**src/rtl/apb_rr_master.sv**
```systemverilog
// Round-robin APB master: N_REQ valid/ready command ports share one APB
// slave port, with wait states, pready timeout and a one-cycle response.
//
// Ports:
//   pclk, preset        clock, synchronous active-high reset
//   req_valid/ready     per-requester command handshake (ready one-hot)
//   req_write/addr/wdata per-requester command, 32-bit lanes packed by index
//   rsp_valid           one-cycle pulse to the granted requester
//   rsp_rdata/rsp_err   read data (0 on write/error), error flag
//   busy, err_cnt       non-IDLE flag, saturating error count
//   psel..prdata        APB master port
module apb_rr_master #(
    parameter int N_REQ       = 2,
    parameter int TIMEOUT_CYC = 16
) (
    input  logic                  pclk,
    input  logic                  preset,
    input  logic [N_REQ-1:0]      req_valid,
    output logic [N_REQ-1:0]      req_ready,
    input  logic [N_REQ-1:0]      req_write,
    input  logic [32*N_REQ-1:0]   req_addr,
    input  logic [32*N_REQ-1:0]   req_wdata,
    output logic [N_REQ-1:0]      rsp_valid,
    output logic [31:0]           rsp_rdata,
    output logic                  rsp_err,
    output logic                  busy,
    output logic [7:0]            err_cnt,
    output logic                  psel,
    output logic                  penable,
    output logic                  pwrite,
    output logic [31:0]           paddr,
    output logic [31:0]           pwdata,
    input  logic                  pready,
    input  logic                  pslverr,
    input  logic [31:0]           prdata
);

    localparam int GW = $clog2(N_REQ);
    localparam int CW = $clog2(TIMEOUT_CYC + 1);

    localparam logic [GW-1:0] LAST = GW'(N_REQ - 1);
    localparam logic [CW-1:0] TMO  = CW'(TIMEOUT_CYC);

    typedef enum logic [1:0] {
        IDLE,
        SETUP,
        ACCESS,
        RESP
    } state_t;

    state_t          state_q;
    state_t          state_d;
    logic [GW-1:0]   last_q;
    logic [GW-1:0]   last_d;
    logic [GW-1:0]   grant_q;
    logic [GW-1:0]   grant_d;
    logic [CW-1:0]   cnt_q;
    logic [CW-1:0]   cnt_d;
    logic            pwrite_d;
    logic [31:0]     paddr_d;
    logic [31:0]     pwdata_d;
    logic [31:0]     rdata_d;
    logic            err_d;
    logic [7:0]      errc_d;

    logic            found;
    logic [GW-1:0]   sel;
    logic [GW-1:0]   cand;

    // Rotating search starting just after the previous winner.
    always_comb begin
        found = 1'b0;
        sel   = last_q;
        cand  = last_q;
        for (int i = 0; i < N_REQ; i++) begin
            cand = (cand == LAST) ? '0 : cand + GW'(1);
            if (!found && req_valid[cand]) begin
                found = 1'b1;
                sel   = cand;
            end
        end
    end

    assign busy = (state_q != IDLE);

    always_comb begin
        state_d   = state_q;
        last_d    = last_q;
        grant_d   = grant_q;
        cnt_d     = cnt_q;
        pwrite_d  = pwrite;
        paddr_d   = paddr;
        pwdata_d  = pwdata;
        rdata_d   = rsp_rdata;
        err_d     = rsp_err;
        errc_d    = err_cnt;
        req_ready = '0;
        rsp_valid = '0;
        psel      = 1'b0;
        penable   = 1'b0;

        unique case (state_q)
            IDLE: begin
                if (found && !preset) begin
                    req_ready[sel] = 1'b1;
                    last_d   = sel;
                    grant_d  = sel;
                    pwrite_d = req_write[sel];
                    paddr_d  = req_addr[32*sel +: 32];
                    pwdata_d = req_write[sel]
                             ? req_wdata[32*sel +: 32]
                             : '0;
                    state_d  = SETUP;
                end
            end
            SETUP: begin
                psel    = 1'b1;
                cnt_d   = '0;
                state_d = ACCESS;
            end
            ACCESS: begin
                psel    = 1'b1;
                penable = 1'b1;
                // pready wins over the timeout in the same cycle.
                if (pready) begin
                    err_d   = pslverr;
                    rdata_d = (!pwrite && !pslverr) ? prdata : '0;
                    state_d = RESP;
                end else begin
                    cnt_d = cnt_q + CW'(1);
                    if (cnt_d == TMO) begin
                        err_d   = 1'b1;
                        rdata_d = '0;
                        state_d = RESP;
                    end
                end
            end
            RESP: begin
                rsp_valid[grant_q] = 1'b1;
                if (rsp_err && err_cnt != 8'hFF) begin
                    errc_d = err_cnt + 8'd1;
                end
                state_d = IDLE;
            end
            default: state_d = IDLE;
        endcase
    end

    always_ff @(posedge pclk) begin
        if (preset) begin
            state_q   <= IDLE;
            last_q    <= LAST;
            grant_q   <= '0;
            cnt_q     <= '0;
            pwrite    <= 1'b0;
            paddr     <= '0;
            pwdata    <= '0;
            rsp_rdata <= '0;
            rsp_err   <= 1'b0;
            err_cnt   <= '0;
        end else begin
            state_q   <= state_d;
            last_q    <= last_d;
            grant_q   <= grant_d;
            cnt_q     <= cnt_d;
            pwrite    <= pwrite_d;
            paddr     <= paddr_d;
            pwdata    <= pwdata_d;
            rsp_rdata <= rdata_d;
            rsp_err   <= err_d;
            err_cnt   <= errc_d;
        end
    end

endmodule

```
**config.mk**
```make
export PLATFORM = sky130hd
export DESIGN_NAME = apb_rr_master
export DESIGN_NICKNAME = d
export VERILOG_FILES = /design/src/rtl/apb_rr_master.sv
export SDC_FILE = /design/constraint.sdc
export NUM_CORES = 1
export LEC_CHECK = 0
export CORE_MARGIN = 3
export CORE_UTILIZATION = 43
export DETAILED_ROUTE_END_ITERATION = 8
export PLACE_DENSITY_LB_ADDON = 0.3
export SLEW_MARGIN = 0
export SYNTH_ARGS = -nofsm -noshare
export SYNTH_HDL_FRONTEND = slang
export SYNTH_SLANG_ARGS = --single-unit
```
**constraint.sdc**
```tcl
create_clock -name pclk -period 4.4 [get_ports pclk]
set_clock_uncertainty 0.2 [all_clocks]
set_input_delay 1.1 -clock pclk [delete_from_list [all_inputs] [get_ports pclk]]
set_output_delay 1.1 -clock pclk [all_outputs]
set_load 0.02 [all_outputs]
```
==> summary.md <==
| Metric | Value |
|---|---|
| CP Cell Sequence | `clkdlybuf4s50_1 > o21bai_1 > or2_1 > nor2_1 > clkdlybuf4s50_1` |
| Reg-to-reg slack, setup | `1630 ps` |
| Rows | `40` |
| Filler cell count | `859` |
| Critical path endpoint category | `output pin` |
| Post-Syn Area | `0.00535 sq mm` |
| Vias in the first global route | `5,276` |
| Clk sink count | `115` |
| Overall Power | `0.00434 W` |
| Core Box Area | `0.0121 sq mm` |
| Most used cell, CP | `clkdlybuf4s50_1` |
| Startpoint Class | `input port` |
| Syn Area/Cell | `10.3 sq um` |
| Layout cell share with drive strength beyond 1 | `0.106` |
| Max-Cap Viols | `0` |
| Most common cell after layout, fill and taps aside | `clkdlybuf4s50_1` |
| Via count | `5,104` |
| Worst Hold Launch | `pwdata[31]` |
| First-pass GRT wire length | `27,800 um` |
| Syn_nets | `692` |
| Measured slew at the worst slew-check pin | `1140 ps` |
| Number of hold buffers added after cts | `0` |
| Post-layout min period | `4130 ps` |
| CTS tree | `yes` |
| CP Buf/Inv Count | `2` |
| GR Util met2 | `0.439` |
| Seq/Total Area, Yosys | `0.431` |
| Worst Hold Depth | `1` |
| Antenna cells | `0` |
| H-tree depth reported by CTS | `4` |
| Wire per inst | `17.9 um` |
| Commonest cells after routing, fill and taps aside | `clkdlybuf4s50_1, dfxtp_1, mux2i_1, nor2_1, nand2_1` |
| Endpoints failing setup | `0` |
| R2R Path Start | `state_q[0]` |
| Nets | `954` |
| Met3 usage | `0.0735` |
| DRC viols | `0` |
| Antenna violations before repair | `0` |
| Die Area | `0.0138 sq mm` |
| CTS root buffer | `clkbuf_16` |
| Largest net degree at the start of global routing | `84` |
| WHS Endpoint | `pwdata[31]` |
| Gpl congestion | `0.836` |
| Die X | `117 um` |
| Critical Path Max Stage Delay | `640 ps` |
| Tcrit/Tclk final | `0.940` |
| Top Usage Layer GRT | `met2` |
| TritonCTS Buffers | `17` |
| Synthesis Warnings | `0` |
| Reg2Reg Depth | `7` |
| Synth cell types | `58` |
| Final Hold Violating Endpoints | `0` |
| Syn Inst Count | `517` |
| Async S/R FF share, synth | `0` |
| Area of the multi-input gates | `0.00273 sq mm` |
| RSZ-0062 raised after global routing | `false` |
| Final core occ | `0.728` |
| Clk buf depth | `2` |
| Leak Pwr | `3.17 nW` |
| Post-synth top flop | `dfxtp_1` |
| Status | `finished clean` |
| EDFF count, synth | `0` |
| Final Max Slew Viols | `0` |
| Initial DRC count | `335` |
| # IOs | `281` |
| Drt total wl | `17,200 um` |
| Tot GR Track Use | `0.247` |
| PwrDens | `495 mW/mm^2` |
| Avg Vias per Cell | `5.32` |
| Starting Density | `0.443` |
| Worst setup path start | `req_valid[1]` |
| CP max stage cell | `clkdlybuf4s50_1` |
| Max VDD drop | `0.340 mV` |
| #FFs+latches synth | `115` |
| Drt pass-1 iters | `4` |
| Worst-path clk slew | `50 ps` |
| Clock Latency Late Sink | `400 ps` |
| Port Buf Inserts | `280` |
| Crit path max-delay family | `buffers and inverters` |
| Worst EP arrival | `2830 ps` |
| DRT antenna net count | `0` |
| TNS Setup | `0 ps` |
| DP Wirelength | `12,500 um` |
| Post-cts sizing count | `0` |
| Layout area overhead | `64.2%` |
| Met1 Use GR | `0.282` |
| End of the worst register-to-register path | `rsp_rdata[21]` |
| Seq. cell area | `0.00230 sq mm` |
| WS Path Type | `input port to output pin` |
| Worst EP required | `3100 ps` |
| Max Freq | `242 MHz` |
| Hold crit path type | `flop to flop` |
| GR Overflow Total | `0` |
| Post-CTS Setup Bufs | `0` |
| Max transition margin | `0.237` |
| Vert. Die Dim | `117 um` |
| Crit-path max FO | `6` |
layer usage:
layer,vias up,share of wire
li1,2459,-
met1,2416,0.39
met2,194,0.52
met3,35,0.064
met4,0,0.024
met5,-,0
synth_stat cells (2+ instances only):
master	n	area, sq um
a211oi_1	32	240
nor2b_1	2	12.5
mux2_1	2	22.5
a311oi_1	6	52.6
mux2i_1	65	651
o21a_1	2	15.0
clkbuf_1	11	41.3
dfxtp_1	115	2300
ha_1	7	87.6
nand4_1	2	12.5
nor2_1	45	169
o2bb2ai_1	32	280
or3_1	2	12.5
buf_6	8	90.1
nand2_1	40	150
a21oi_1	39	195
buf_12	2	40.0
and3_1	2	12.5
nand3_1	4	20.0
o21ai_0	4	20.0
a311oi_2	30	450
buf_1	4	15.0
buf_4	5	37.5
buf_2	12	60.1
and2_1	2	12.5
inv_1	10	37.5
worst register-to-register path: stages (launching register included):
cell	delay, ps
dfxtp_1	340
inv_1	140
ha_2	210
buf_4	510
nand3b_4	180
nor2_8	580
nand2_1	210
a311oi_2	310
cell type report:
class / count / area share
Tap cell: 168 / 0.0239
Inverter: 11 / 0.00470
Sequential cell: 115 / 0.262
Multi-Input combinational cell: 348 / 0.311
Timing Repair Buffer: 286 / 0.324
Clock inverter: 10 / 0.0202
Clock buffer: 22 / 0.0540
flip-flops by register name, indices dropped and copies added (netlist names):
register	cells
paddr	32
last_q	1
err_cnt	8
state_q	2
grant_q	1
rsp_err	1
cnt_q	5
pwrite	1
rsp_rdata	32
pwdata	32
kinds of logic (layout without fill, tap and decap cells):
logic type | Yosys count | count (layout) | share of synthesized area
buffers and inverters | 54 | 329 | 0.0623
AO/OA/AOI/OAI | 162 | 162 | 0.265
adder cells (fa/ha/maj) | 7 | 7 | 0.0164
flip-flops | 115 | 115 | 0.431
multiplexers | 67 | 67 | 0.126
AND/OR/NAND/NOR | 110 | 110 | 0.0962
XOR/XNOR | 2 | 2 | 0.00328
per-stage QoR:
step	instance area, sq um	cells	hold WS [ps]	worst slack (ps)
after global routing	8780	960	283	144
after detailed placement	8130	928	248	278
final	8780	960	267	265
after global placement	8130	928	246	322
after CTS	8780	960	268	259
after floorplan	5350	517	261	1150
how the worst max path moves through the flow:
stage                              end  slack, ps  cells past startpoint
after floorplan           req_ready[0]       1150                      4
after global placement    req_ready[1]        320                      5
after detailed placement  req_ready[1]        280                      5
after CTS                 req_ready[1]        260                      5
after global routing      req_ready[1]        140                      5
final                     req_ready[1]        270                      5
report_power, final:
| group | switching [W] | leakage [nW] | internal [W] | total (W) |
|---|---|---|---|---|
| clock network | 0.000465 | 0.320 | 0.00105 | 0.00151 |
| logic | 0.000811 | 1.91 | 0.000704 | 0.00151 |
| registers | 0.000104 | 0.937 | 0.00121 | 0.00132 |
| total | 0.00138 | 3.17 | 0.00296 | 0.00434 |
Power figures use the tool's default switching activity.
